## config.mk

```make
export PLATFORM = sky130hd
export DESIGN_NAME = spi_rx_slave
export DESIGN_NICKNAME = d
export VERILOG_FILES = /design/src/rtl/spi_rx_slave.sv
export SDC_FILE = /design/constraint.sdc
export NUM_CORES = 1
export LEC_CHECK = 0
export BUFFER_PORTS_ARGS = -buffer_cell sky130_fd_sc_hd__clkbuf_2
export CAP_MARGIN = 20
export CORE_AREA = 2 2 56 79
export DETAILED_ROUTE_END_ITERATION = 8
export DIE_AREA = 0 0 58 81
export PLACE_DENSITY = 0.7
export RECOVER_POWER = 50
export REMOVE_ABC_BUFFERS = 1
export SLEW_MARGIN = 25
export SYNTH_ARGS = -nofsm -noshare
export SYNTH_HDL_FRONTEND = slang
export SYNTH_SLANG_ARGS = --single-unit
```

## constraint.sdc

```tcl
create_clock -name clk -period 2.4 [get_ports clk]
set_clock_uncertainty 0.1 [all_clocks]
set_input_delay 0.48 -clock clk [delete_from_list [all_inputs] [get_ports clk]]
set_output_delay 0.48 -clock clk [all_outputs]
set_load 0.1 [all_outputs]
```

## src/rtl/spi_rx_slave.sv

```systemverilog
// SPI mode-0 peripheral receiver: synchronizes SCLK/CS_N/MOSI into clk and
// assembles MSB-first words; optional MISO shifter (SPI_RX_SLAVE_MISO_EN).
// Ports: clk, n_rst (async low); sclk_in, cs_n_in, mosi_in (async pins);
//   tx_data (response word), miso_out/miso_oe (MISO pad);
//   rx_data/rx_valid (received word strobe), frame_err (mid-word CS abort).
module spi_rx_slave #(
  parameter int WIDTH       = 16,
  parameter int SYNC_STAGES = 2
) (
  input  logic             clk,
  input  logic             n_rst,
  input  logic             sclk_in,
  input  logic             cs_n_in,
  input  logic             mosi_in,
  input  logic [WIDTH-1:0] tx_data,
  output logic             miso_out,
  output logic             miso_oe,
  output logic [WIDTH-1:0] rx_data,
  output logic             rx_valid,
  output logic             frame_err
);

  localparam int CW = $clog2(WIDTH);
  localparam logic [CW-1:0] LAST = CW'(WIDTH - 1);

  typedef enum logic {
    IDLE,
    ACTIVE
  } state_t;

  logic [SYNC_STAGES-1:0] sclk_sync;
  logic [SYNC_STAGES-1:0] cs_sync;
  logic [SYNC_STAGES-1:0] mosi_sync;
  logic [SYNC_STAGES-1:0] fill;
  logic                   sclk_q;
  logic                   cs_q;
  logic                   armed;

  state_t                 state;
  logic [CW-1:0]          bit_cnt;
  logic [WIDTH-2:0]       shift;

  logic sclk_s, cs_s, mosi_s;
  logic sclk_rise, sclk_fall;
  logic cs_fall, cs_rise;

  always_ff @(posedge clk or negedge n_rst) begin
    if (!n_rst) begin
      sclk_sync <= '0;
      cs_sync   <= '1;
      mosi_sync <= '0;
      fill      <= '0;
      sclk_q    <= 1'b0;
      cs_q      <= 1'b1;
    end else begin
      sclk_sync <= {sclk_sync[SYNC_STAGES-2:0], sclk_in};
      cs_sync   <= {cs_sync[SYNC_STAGES-2:0], cs_n_in};
      mosi_sync <= {mosi_sync[SYNC_STAGES-2:0], mosi_in};
      fill      <= {fill[SYNC_STAGES-2:0], 1'b1};
      sclk_q    <= sclk_sync[SYNC_STAGES-1];
      cs_q      <= cs_sync[SYNC_STAGES-1];
    end
  end

  assign sclk_s = sclk_sync[SYNC_STAGES-1];
  assign cs_s   = cs_sync[SYNC_STAGES-1];
  assign mosi_s = mosi_sync[SYNC_STAGES-1];

  // The cs chain resets to idle-high, so a pin already low at reset
  // release would look like a falling edge.  A start is only accepted
  // once a genuine high level has made it through the chain.
  assign cs_fall   = armed & cs_q & ~cs_s;
  assign cs_rise   = cs_s & ~cs_q;
  assign sclk_rise = sclk_s & ~sclk_q;
  assign sclk_fall = ~sclk_s & sclk_q;

  always_ff @(posedge clk or negedge n_rst) begin
    if (!n_rst) begin
      armed     <= 1'b0;
      state     <= IDLE;
      bit_cnt   <= '0;
      shift     <= '0;
      rx_data   <= '0;
      rx_valid  <= 1'b0;
      frame_err <= 1'b0;
    end else begin
      rx_valid  <= 1'b0;
      frame_err <= 1'b0;
      armed     <= armed | (fill[SYNC_STAGES-1] & cs_s);
      unique case (state)
        IDLE: begin
          if (cs_fall) begin
            state   <= ACTIVE;
            bit_cnt <= '0;
            shift   <= '0;
          end
        end
        ACTIVE: begin
          if (cs_rise) begin
            state     <= IDLE;
            frame_err <= (bit_cnt != '0);
            bit_cnt   <= '0;
          end else if (sclk_rise) begin
            shift <= (WIDTH-1)'({shift, mosi_s});
            if (bit_cnt == LAST) begin
              rx_data  <= {shift, mosi_s};
              rx_valid <= 1'b1;
              bit_cnt  <= '0;
            end else begin
              bit_cnt <= bit_cnt + 1'b1;
            end
          end
        end
        default: state <= IDLE;
      endcase
    end
  end

`ifdef SPI_RX_SLAVE_MISO_EN
  logic [WIDTH-1:0] tx_shift;
  logic             tx_hold;

  // After a word-boundary reload the new MSB is already on the pin; the
  // falling edge that follows must not shift it away before the master
  // samples it on the next rising edge.
  always_ff @(posedge clk or negedge n_rst) begin
    if (!n_rst) begin
      tx_shift <= '0;
      tx_hold  <= 1'b0;
      miso_oe  <= 1'b0;
    end else if (state == IDLE) begin
      if (cs_fall) begin
        tx_shift <= tx_data;
        tx_hold  <= 1'b0;
        miso_oe  <= 1'b1;
      end
    end else if (cs_rise) begin
      tx_shift <= '0;
      tx_hold  <= 1'b0;
      miso_oe  <= 1'b0;
    end else if (sclk_rise) begin
      if (bit_cnt == LAST) begin
        tx_shift <= tx_data;
        tx_hold  <= 1'b1;
      end
    end else if (sclk_fall) begin
      if (tx_hold) begin
        tx_hold <= 1'b0;
      end else begin
        tx_shift <= {tx_shift[WIDTH-2:0], 1'b0};
      end
    end
  end

  assign miso_out = tx_shift[WIDTH-1];
`else
  logic unused_tx;

  assign unused_tx = ^tx_data;
  assign miso_out  = 1'b0;
  assign miso_oe   = 1'b0;
`endif

endmodule
```

==> results.md, run 1 <==
* First-pass GRT wire length at 5400 microns
* Worst-margin pin slew at 1.15 ns
* Tmin final at 1.91 ns
* H-tree depth at 2
* Top cell type by total area after synthesis: dfrtp_1
* Number of global-route vias before repair at 1183
* Die area at 4700 sq um
* Antenna-violating nets left at 0
* I/O pins at 41
* Synth-to-Final Area Change at 14.6%
* WL/cell at roughly 13 microns
* Synth Area per Inst at 12.5 sq um
* Worst skew pair latency at 0.30 ns
* Peak fanout along the critical path at 17
* DR vias/cell at 5.12
* Class of the worst hold path: in2reg
* Final hold violations at 0
* YS warnings at 0
* Post-cts resize count at 0
* Dpl ws at 0.485 ns
* Diodes inserted at 0
* Multiplexer share of the synthesized area at 11.6%
* Post-synthesis compound-gate area fraction at 4.40%
* Bufs on Longest Clock Path at 2
* Post-Synth Adder-Cell Area at 1.29%
* Setup tns final at 0 ns
* Total global-route track usage at 15.3%
* TritonCTS buffer count at 5
* Final setup margin at 0.494 ns
* Max stage delay cell, worst path: dfstp_2
* Synth area leaders: dfrtp_1 60%, mux2_4 7.0%, nand2_1 6.6%, nand3_1 4.4%, dfstp_2 4.1%
* Yosys cell types at 30
* Grt ovf at 0
* CP arrival at 1.99 ns
* Commonest non-fill, non-tap cell in the layout: dfrtp_1
* Initial antenna violation count at 0
* Initial detailed-routing violation count at 17
* Routability cong. at 0.712
* Dpl hpwl at 2080 microns
* Max stage delay on crit path at 0.55 ns
* Status: complete, no violations
* Startpoint Class: register
* # Post-CTS Setup Buffers at 0
* Final WL at approximately 3000 microns
* Chip width at 58 microns
* Slew margin rel. at a little under a quarter
* Combinational family with the most area after synthesis: simple AND/OR/NAND/NOR gates
* CP cell instances: nand2b_4 > and3_1 > nand4_4 > mux2_4
* Final nets at 204
* PwrDens at between 800 and 900 nW/um^2
* Crit. End Element: register
* Final period util at between 70% and 80%
* Synth Area in XOR/XNOR at 0%
* Core Area at 4060 sq um
* Root Buffer: clkbuf_8
* Lkg Pwr at roughly 1.2 nW
* Comb pwr share at 10.1%
* Worst-path clk slew at 0.08 ns
* Share of power burned in registers at 51.8%
* CTS tree: done
* Port Buffers at 22
* Post-Synthesis Cell Area at 1930 sq um
* Cts hold-fix bufs at 0
* CP top delay family: simple AND/OR/NAND/NOR gates
* Post-synthesis sequential area ratio at approximately 64%
* Yosys reg bits at between 40 and 50
* Largest net degree at the start of global routing at 50
* Clk pwr share at 38.2%
* Via count at 1163
* Final setup viols at 0
* CP required at approximately 2.5 ns
* Synthesized instance count at 155
* Starting Density at about 48%
* Layout cells sized above 1 at 30.2%
* Critical path type: reg2reg
* Sw frac at 24.7%
* Fmax achieved at about 520 MHz
* Max-cap viol count at 0
* Synth Area in Simple Gates at approximately 15%
* Buffers plus inverters on the worst setup path at 0
* RSZ-0062 raised after global routing: false
* 1st-pass router iterations at 4
* Post-synth top area share at 59.5%
* Sinks on Clock Net at 49
* P_sw at 439 uW
* Die H at 81 microns
* Commonest non-fill, non-tap cells in the layout: 46 x dfrtp_1, 34 x nand2_1, 23 x clkbuf_2, 17 x nand3_1, 9 x mux2_4
* Std cell rows at 28
* Maximum VDD drop at 0.000480 V
* # DRC at 0
* Slew Limit Fails at 0
* Internal power at about 1.3 mW
## layout make-up
class	count	area (sq um)
clock buffer	5	68.8
clock inverter	3	65.1
sequential	49	1230
timing repair buffer	26	138
tap	45	56.3
inverter	4	15.0
fill	360	1850
multi-input combinational	95	644
## cell families after synthesis
| kind of cell | count (synthesis) |
|---|---|
| AOI/OAI and AO/OA | 12 |
| other | 2 |
| DFF | 49 |
| muxes | 17 |
| and+or+nand+nor | 61 |
| buffers and inverters | 12 |
| adders and majority gates | 2 |
## flip-flops by register name, summed over array words and instances, names as in the netlist
register / count
cs_sync: 2
state: 1
sclk_sync: 2
cs_q: 1
frame_err: 1
sclk_q: 1
mosi_sync: 2
bit_cnt: 4
fill: 2
shift: 15
rx_valid: 1
rx_data: 16
armed: 1
## Yosys cell counts
cell type and n:
dfrtp_1 46, nand2_1 34, nand3_1 17, mux2_4 9
mux2_2 7, clkbuf_1 4, inv_1 4, buf_4 3
dfstp_2 3, a21o_1 2, a21oi_1 2, a31oi_1 2
and3_1 2, conb_1 2, ha_1 2, nor2_1 2
a211o_1 1, a22o_1 1, and2b_1 1, buf_6 1
mux2i_1 1, nand2b_4 1, nand4_4 1, nor2b_2 1
nor3_1 1, nor4bb_1 1, o2111ai_1 1, o21a_1 1
o21ai_0 1, o41ai_1 1
## metrics by stage
stage                     instance area (sq um)  std cells  hold slack (ns)  utilization (%)  power [mW]
after floorplan                            1890        148           0.0844                -        1.05
after global placement                     2090        219            0.232             51.3        1.10
after detailed placement                   2090        219            0.236             51.3        1.11
after CTS                                  2220        227            0.142             54.6        1.80
after global routing                       2220        227            0.133             54.6        1.86
final                                      2220        227            0.156             54.6        1.78
## worst paths after layout
path	from	to	slack (ns)	depth (start not counted)
min in group asynchronous	n_rst	mosi_sync[1]	0.38	2
max	cs_q	rx_data[1]	0.49	4
max reg2reg	cs_q	rx_data[1]	0.49	4
min	cs_n_in	cs_sync[0]	0.16	1
max in group asynchronous	n_rst	bit_cnt[3]	1.12	2
min reg2reg	sclk_sync[0]	sclk_sync[1]	0.25	0
## metal layers
metal	track usage [%]	part of all wire, %
met5	0	0
met4	6.98	1.6
met3	4.46	4.0
met2	24.5	50
met1	18.9	44
## power groups by stage
| stage | clock [mW] | combinational, mW | sequential [mW] |
|---|---|---|---|
| 6_report | 0.678 | 0.179 | 0.921 |
| 5_1_grt | 0.728 | 0.203 | 0.930 |
| 4_1_cts | 0.694 | 0.182 | 0.921 |
| 3_5_place_dp | 0 | 0.179 | 0.936 |
| 3_3_place_gp | 0 | 0.169 | 0.933 |
| 2_1_floorplan | 0 | 0.100 | 0.950 |
(Power assumes the default switching activity.)
==> inputs of run 2 (changes only) <==
- ABC_AREA: unset -> 1
- CORE_AREA: 2 2 56 79 -> 2 2 57 80
- DIE_AREA: 0 0 58 81 -> 0 0 59 82
- clock period: 2.4 -> 1.7 ns (I/O delays scaled with it)
==> run 2 against run 1 <==
Against the previous run: worst setup slack got worse by 0.36 ns; critical endpoint is now rx_data[0]; non-clock buffer count increased by 4; highest routed layer unchanged; register-to-register slack got worse by 0.34 ns; critical path depth decreased by 3; cell area decreased by 0.23%; combinational power increased by 69%.
==> results.md, run 2 <==
* Max reg flops at 16 (unchanged)
* Buffers plus inverters on the worst setup path at 1 (+1)
* # DRC at 0 (unchanged)
* Critical path type: reg2out
* Post-synthesis sequential area ratio at 64.2% (+0.58 points)
* YS warnings at 0 (unchanged)
* Starting Density at 46.4% (-1.2 points)
* Top cell type by total area after synthesis: dfrtp_1
* Total global-route track usage at 14.7% (-0.51 points)
* Final period util at 92.2%
* Startpoint Class: register
* Bufs on Longest Clock Path at 2 (unchanged)
* Hold path start: cs_n_in
* Final WL at 3020 microns (+0.13%)
* Synth area leaders: dfrtp_1 60%, nand2_1 18%, dfstp_2 4.1%, o21ai_0 3.4%, inv_1 1.8%
* Core Area at 4130 sq um (+1.7%)
* Peak fanout along the critical path at 2 (-15)
* Worst Setup SP: rx_data[0]
* Layout cells sized above 1 at 18.6% (-12 points)
* Chip width at 59 microns (+1.7%)
* Std cell rows at 28 (unchanged)
* PwrDens at 1080 nW/um^2 (+34%)
* Lkg Pwr at 1.18 nW (-3.9%)
* Grt ovf at 0 (unchanged)
* Antenna-violating nets left at 0 (unchanged)
* Die area at 4840 sq um (+3.0%)
* Top FF cell, synth: dfrtp_1
* Post-Synthesis Cell Area at 1920 sq um (-0.91%)
* Most flops, register: rx_data
* CP arrival at 1.13 ns (-0.86 ns)
* Synth top cells by count: 94 x nand2_1, 46 x dfrtp_1, 13 x o21ai_0
* Final Non-Filler Cells at 276 (+22%)
* Yosys cell types at 21 (-30%)
* Status: complete, no violations
* Post-synth EDFFs at 0 (unchanged)
* Max stage delay on crit path at 0.46 ns (-0.09 ns)
* Synthesized instance count at 201 (+30%)
* Commonest non-fill, non-tap cell in the layout: nand2_1
* Placed insts at 265 (+21%)
* Diodes inserted at 0 (unchanged)
* Tmin final at 1.57 ns
* Fraction of registers with async set/reset at 100% (unchanged)
* Most instantiated library cell after synthesis: nand2_1
* Sinks on Clock Net at 49 (unchanged)
* Max stage delay cell, worst path: clkbuf_2
* Final setup viols at 0 (unchanged)
* R2r startpoint: bit_cnt[1]
* Design Power at 2.38 mW (+34%)
* Initial antenna violation count at 0 (unchanged)
* Crit. End Element: output port
* CP top delay family: buffers and inverters
* Fmax achieved at between 600 and 700 MHz
* Final setup margin at 0.133 ns (-0.361 ns)
* Class of the worst hold path: in2reg
* CTS tree: done
* Slew margin rel. at 63.9% (+41 points)
* Largest net degree at the start of global routing at 31 (-38%)
* Final hold violations at 0 (unchanged)
* RSZ-0062 raised after global routing: false
* Root Buffer: clkbuf_8
* DR vias/cell at 4.79 (-6.6%)
* Via count at 1321 (+14%)
* Slew Limit Fails at 0 (unchanged)
* Port Buffers at 22 (unchanged)
* Top flop regs: rx_data x16, shift x15, bit_cnt x4
* Die H at 82 microns (+1.2%)
* First-pass GRT wire length at 5380 microns (-0.50%)
* Flop2flop setup slack at 0.15 ns (-0.34 ns)
* Worst skew pair latency at 0.30 ns (about the same)
* Worst-path clk slew at 0.08 ns (about the same)
* Dpl hpwl at 2030 microns (-2.5%)
* Number of global-route vias before repair at 1235 (+4.4%)
* 1st-pass router iterations at 4 (unchanged)
* CP required at 1.26 ns (-1.23 ns)
* WL/cell at 10.9 microns (-18%)
* Maximum VDD drop at 0.000495 V (+3.1%)
* CP cell instances: clkbuf_2
* I/O pins at 41 (unchanged)
* Initial detailed-routing violation count at 37 (+20)
* Dpl ws at 0.134 ns (-0.351 ns)
* Post-synth top area share at 60.1% (+0.54 points)
* TritonCTS buffer count at 5 (unchanged)
* Synth Area per Inst at 9.54 sq um (-24%)
* Yosys reg bits at 49 (unchanged)
* Routability cong. at 0.838 (+18%)
* Synth-to-Final Area Change at 15.4%
* Max-cap viol count at 0 (unchanged)
* Final nets at 253 (+24%)
* Worst-margin pin slew at 0.544 ns (-0.607 ns)
* Commonest non-fill, non-tap cells in the layout: 94 x nand2_1, 46 x dfrtp_1, 22 x clkbuf_2, 13 x o21ai_0, 9 x inv_1
* H-tree depth at 2 (unchanged)
-- run 2: cell count changes after synthesis, sizes merged, moves of 4 or more --
cell,change
o21ai,+17
clkbuf,-4
mux2,-16
nand3,-13
inv,+6
buf,+5
nand2,+62
-- run 2: stage by stage --
| stage | area, sq um | util (%) | hold slack (ns) | setup TNS [ns] |
|---|---|---|---|---|
| floorplan | 1860 | - | -0.0556 | -1.25 |
| global placement | 2080 | 50.2 | 0.0747 | 0 |
| detailed placement | 2080 | 50.2 | 0.0749 | 0 |
| CTS | 2200 | 53.2 | 0.0150 | 0 |
| global route | 2210 | 53.5 | 0.000571 | 0 |
| finish | 2210 | 53.5 | 0.0210 | 0 |
-- run 2: kinds of logic after synthesis --
group                    count (synthesis)  synth area share [%]
AO/OA/AOI/OAI                           20                  5.35
adder cells (fa/ha/maj)                  2                  1.31
buffers and inverters                   19                  5.35
flip-flops                              49                  64.2
other                                    2                 0.392
AND/OR/NAND/NOR                        109                  23.4
-- run 2: layout make-up --
cell class,count,area (sq um)
clock buffers,6,72.6
clock inverters,2,38.8
fillers,400,1920
inverters,10,45.0
multi-input cells,134,588
flip-flops and latches,49,1230
well taps,45,56.3
repair buffers,30,181
-- run 2: timing repair --
item | 4_1_cts | 5_1_grt
hold endpoints to repair | 5 | 0
endpoints found under the setup margin | 0 | 5
setup buffers | 0 | 2
hold buffers | 1 | 0
gates resized for setup | 0 | 1
-- run 2: per-layer routing --
layer,vias to the layer above,global-route usage (%),part of all wire [%]
met5,-,0,0
met4,0,6.59,0.89
met3,2,4.25,3.2
met2,22,23.6,48
met1,619,18.4,48
li1,678,-,-
-- run 2: power by group --
group          switching, mW  internal [mW]  total (mW)
Combinational          0.194          0.108       0.303
Clock                  0.368          0.442       0.809
Sequential            0.0484           1.22        1.27
-- run 2: path summary, 6_finish.rpt --
kind	to	depth (start not counted)
worst max-delay path	rx_data[0]	1
worst min-delay path	cs_sync[0]	1
worst max register to register	rx_data[4]	7
worst min register to register	fill[1]	0
max in group asynchronous	shift[6]	3
min in group asynchronous	armed	2
==> inputs of run 3 (changes only) <==
- RECOVER_POWER: 50 -> 100
==> run 3 against run 2 <==
Against the previous run: combinational power about the same; critical path type unchanged; sequential power about the same; worst setup slack about the same; sequential share of layout area stayed put; first-iteration DRC count increased by 5.4%; largest power group unchanged.
==> results.md, run 3 (same netlist as run 2, synthesis figures left out) <==
* Max reg flops at 16 (unchanged)
* Initial detailed-routing violation count at 39 (+5.4%)
* Buffers plus inverters on the worst setup path at 1 (unchanged)
* First-pass GRT wire length at 5380 microns (unchanged)
* Die H at 82 microns (unchanged)
* Max stage delay on crit path at 0.46 ns (about the same)
* H-tree depth at 2 (unchanged)
* Number of global-route vias before repair at 1235 (unchanged)
* Port Buffers at 22 (unchanged)
* Worst-path clk slew at 0.08 ns (about the same)
* Chip width at 59 microns (unchanged)
* Worst-margin pin slew at 0.544 ns (unchanged)
* Std cell rows at 28 (unchanged)
* Comb pwr share at 12.6% (about the same)
* Startpoint Class: register
* 1st-pass router iterations at 4 (unchanged)
* Worst skew pair latency at 0.30 ns (about the same)
* Top flop regs: rx_data x16, shift x15, bit_cnt x4
* RSZ-0062 raised after global routing: false
* CP arrival at 1.13 ns (about the same)
* TritonCTS buffer count at 5 (unchanged)
* Commonest non-fill, non-tap cells in the layout: 94 x nand2_1, 46 x dfrtp_1, 22 x clkbuf_2, 17 x o21ai_0, 9 x inv_1
* CP required at 1.26 ns (about the same)
* Commonest non-fill, non-tap cell in the layout: nand2_1
* Die area at 4840 sq um (unchanged)
* Initial antenna violation count at 0 (unchanged)
* Final setup margin at 0.133 ns (-0.00000900 ns)
* Layout cells sized above 1 at 18.6% (unchanged)
* Slew margin rel. at 63.9% (unchanged)
* Internal power at 1.77 mW (about the same)
* Largest net degree at the start of global routing at 31 (unchanged)
* Final period util at 92.2% (about the same)
* CP top delay family: buffers and inverters
* Max-cap viol count at 0 (unchanged)
* Maximum VDD drop at 0.000495 V (about the same)
* Dpl hpwl at 2030 microns (unchanged)
* CTS tree: done
* Fmax achieved at 638 MHz (about the same)
* Sinks on Clock Net at 49 (unchanged)
* Starting Density at 46.4% (unchanged)
* Crit. End Element: output port
* Grt ovf at 0 (unchanged)
* Most flops, register: rx_data
* Final hold violations at 0 (unchanged)
* Final WL at 3020 microns (+0.13%)
* Critical path type: reg2out
* Setup tns final at 0 ns (unchanged)
* Max stage delay cell, worst path: clkbuf_2
* Diodes inserted at 0 (unchanged)
* Antenna-violating nets left at 0 (unchanged)
* Placed insts at 265 (unchanged)
* PwrDens at 1080 nW/um^2 (-0.12%)
* Routability cong. at 0.838 (unchanged)
* Class of the worst hold path: in2reg
* Slew Limit Fails at 0 (unchanged)
* Final Non-Filler Cells at 276 (unchanged)
* Root Buffer: clkbuf_8
* Sw frac at 25.6% (-0.040 points)
* Lkg Pwr at 1.18 nW (about the same)
* Dpl ws at 0.134 ns (unchanged)
* Design Power at 2.38 mW (-0.12%)
* Bufs on Longest Clock Path at 2 (unchanged)
* Final nets at 253 (unchanged)
* Fill cells at 400 (unchanged)
* Final setup viols at 0 (unchanged)
* Fin util at 53.5% (unchanged)
* Tmin final at 1.57 ns (+0.00000900 ns)
* Total global-route track usage at 14.7% (unchanged)
* DR vias/cell at 4.79 (unchanged)
* Core Area at 4130 sq um (unchanged)
* Status: complete, no violations
* Synth-to-Final Area Change at 15.4% (unchanged)
* CP cell instances: clkbuf_2
* Clk pwr share at 34.0% (about the same)
* # DRC at 0 (unchanged)
* P_sw at 609 uW (-0.27%)
* WL/cell at 10.9 microns (+0.13%)
* I/O pins at 41 (unchanged)
* Peak fanout along the critical path at 2 (unchanged)
* Share of power burned in registers at 53.4% (about the same)
* Via count at 1321 (unchanged)
-- run 3: changes by cell type in the layout (fill, tap and decap cells not counted) --
cell     previous run  this run
o21ai_1             5         1
o21ai_0            13        17
-- run 3: worst reg2reg max path, cell delays in order, from the launching register on --
cell,delay (ns)
dfrtp_1,0.41
ha_1,0.20
nand2_2,0.09
nor3_4,0.20
nand2_4,0.19
inv_8,0.16
nand2_1,0.07
nand2_1,0.06
-- run 3: worst paths after layout --
kind | from | endpoint | slack, ns | depth (start not counted)
max | rx_data[0] | rx_data[0] | 0.13 | 1
min | cs_n_in | cs_sync[0] | 0.02 | 1
max reg2reg | bit_cnt[1] | rx_data[4] | 0.15 | 7
min reg2reg | fill[0] | fill[1] | 0.25 | 0
max in group asynchronous | n_rst | shift[6] | 0.41 | 3
min in group asynchronous | n_rst | armed | 0.34 | 2
-- run 3: stage by stage --
step	hold WS (ns)	instance area, sq um
detailed placement	0.0749	2080
global route	0.000571	2210
CTS	0.0150	2200
global placement	0.0747	2080
floorplan	-0.0556	1860
finish	0.0210	2210
-- run 3: routing by layer --
metal | GRT usage, % | share of wire [%] | up-vias
met3 | 4.25 | 3.0 | 2
met5 | 0 | 0 | -
met4 | 6.59 | 0.89 | 0
met1 | 18.4 | 48 | 621
met2 | 23.6 | 48 | 20
li1 | - | - | 678
-- run 3: final cells by class --
class,count,area [sq um],area share [%]
clock buffers,6,72.6,3.28
clock inverters,2,38.8,1.75
inverters,10,45.0,2.04
multi-input cells,134,588,26.6
flip-flops and latches,49,1230,55.6
well taps,45,56.3,2.55
repair buffers,30,181,8.20
-- run 3: power groups by stage --
stage	Sequential (mW)	Combinational, mW	Clock, mW
2_1_floorplan	1.31	0.145	0
3_3_place_gp	1.30	0.274	0
3_5_place_dp	1.30	0.277	0
4_1_cts	1.27	0.280	0.835
5_1_grt	1.28	0.340	0.886
6_report	1.27	0.300	0.809
-- run 3: what timing repair did --
action	4_1_cts	5_1_grt
hold endpoints to repair	5	0
buffers inserted	0	2
hold buffers	1	0
setup endpoints to repair	0	5
resized for setup	0	1
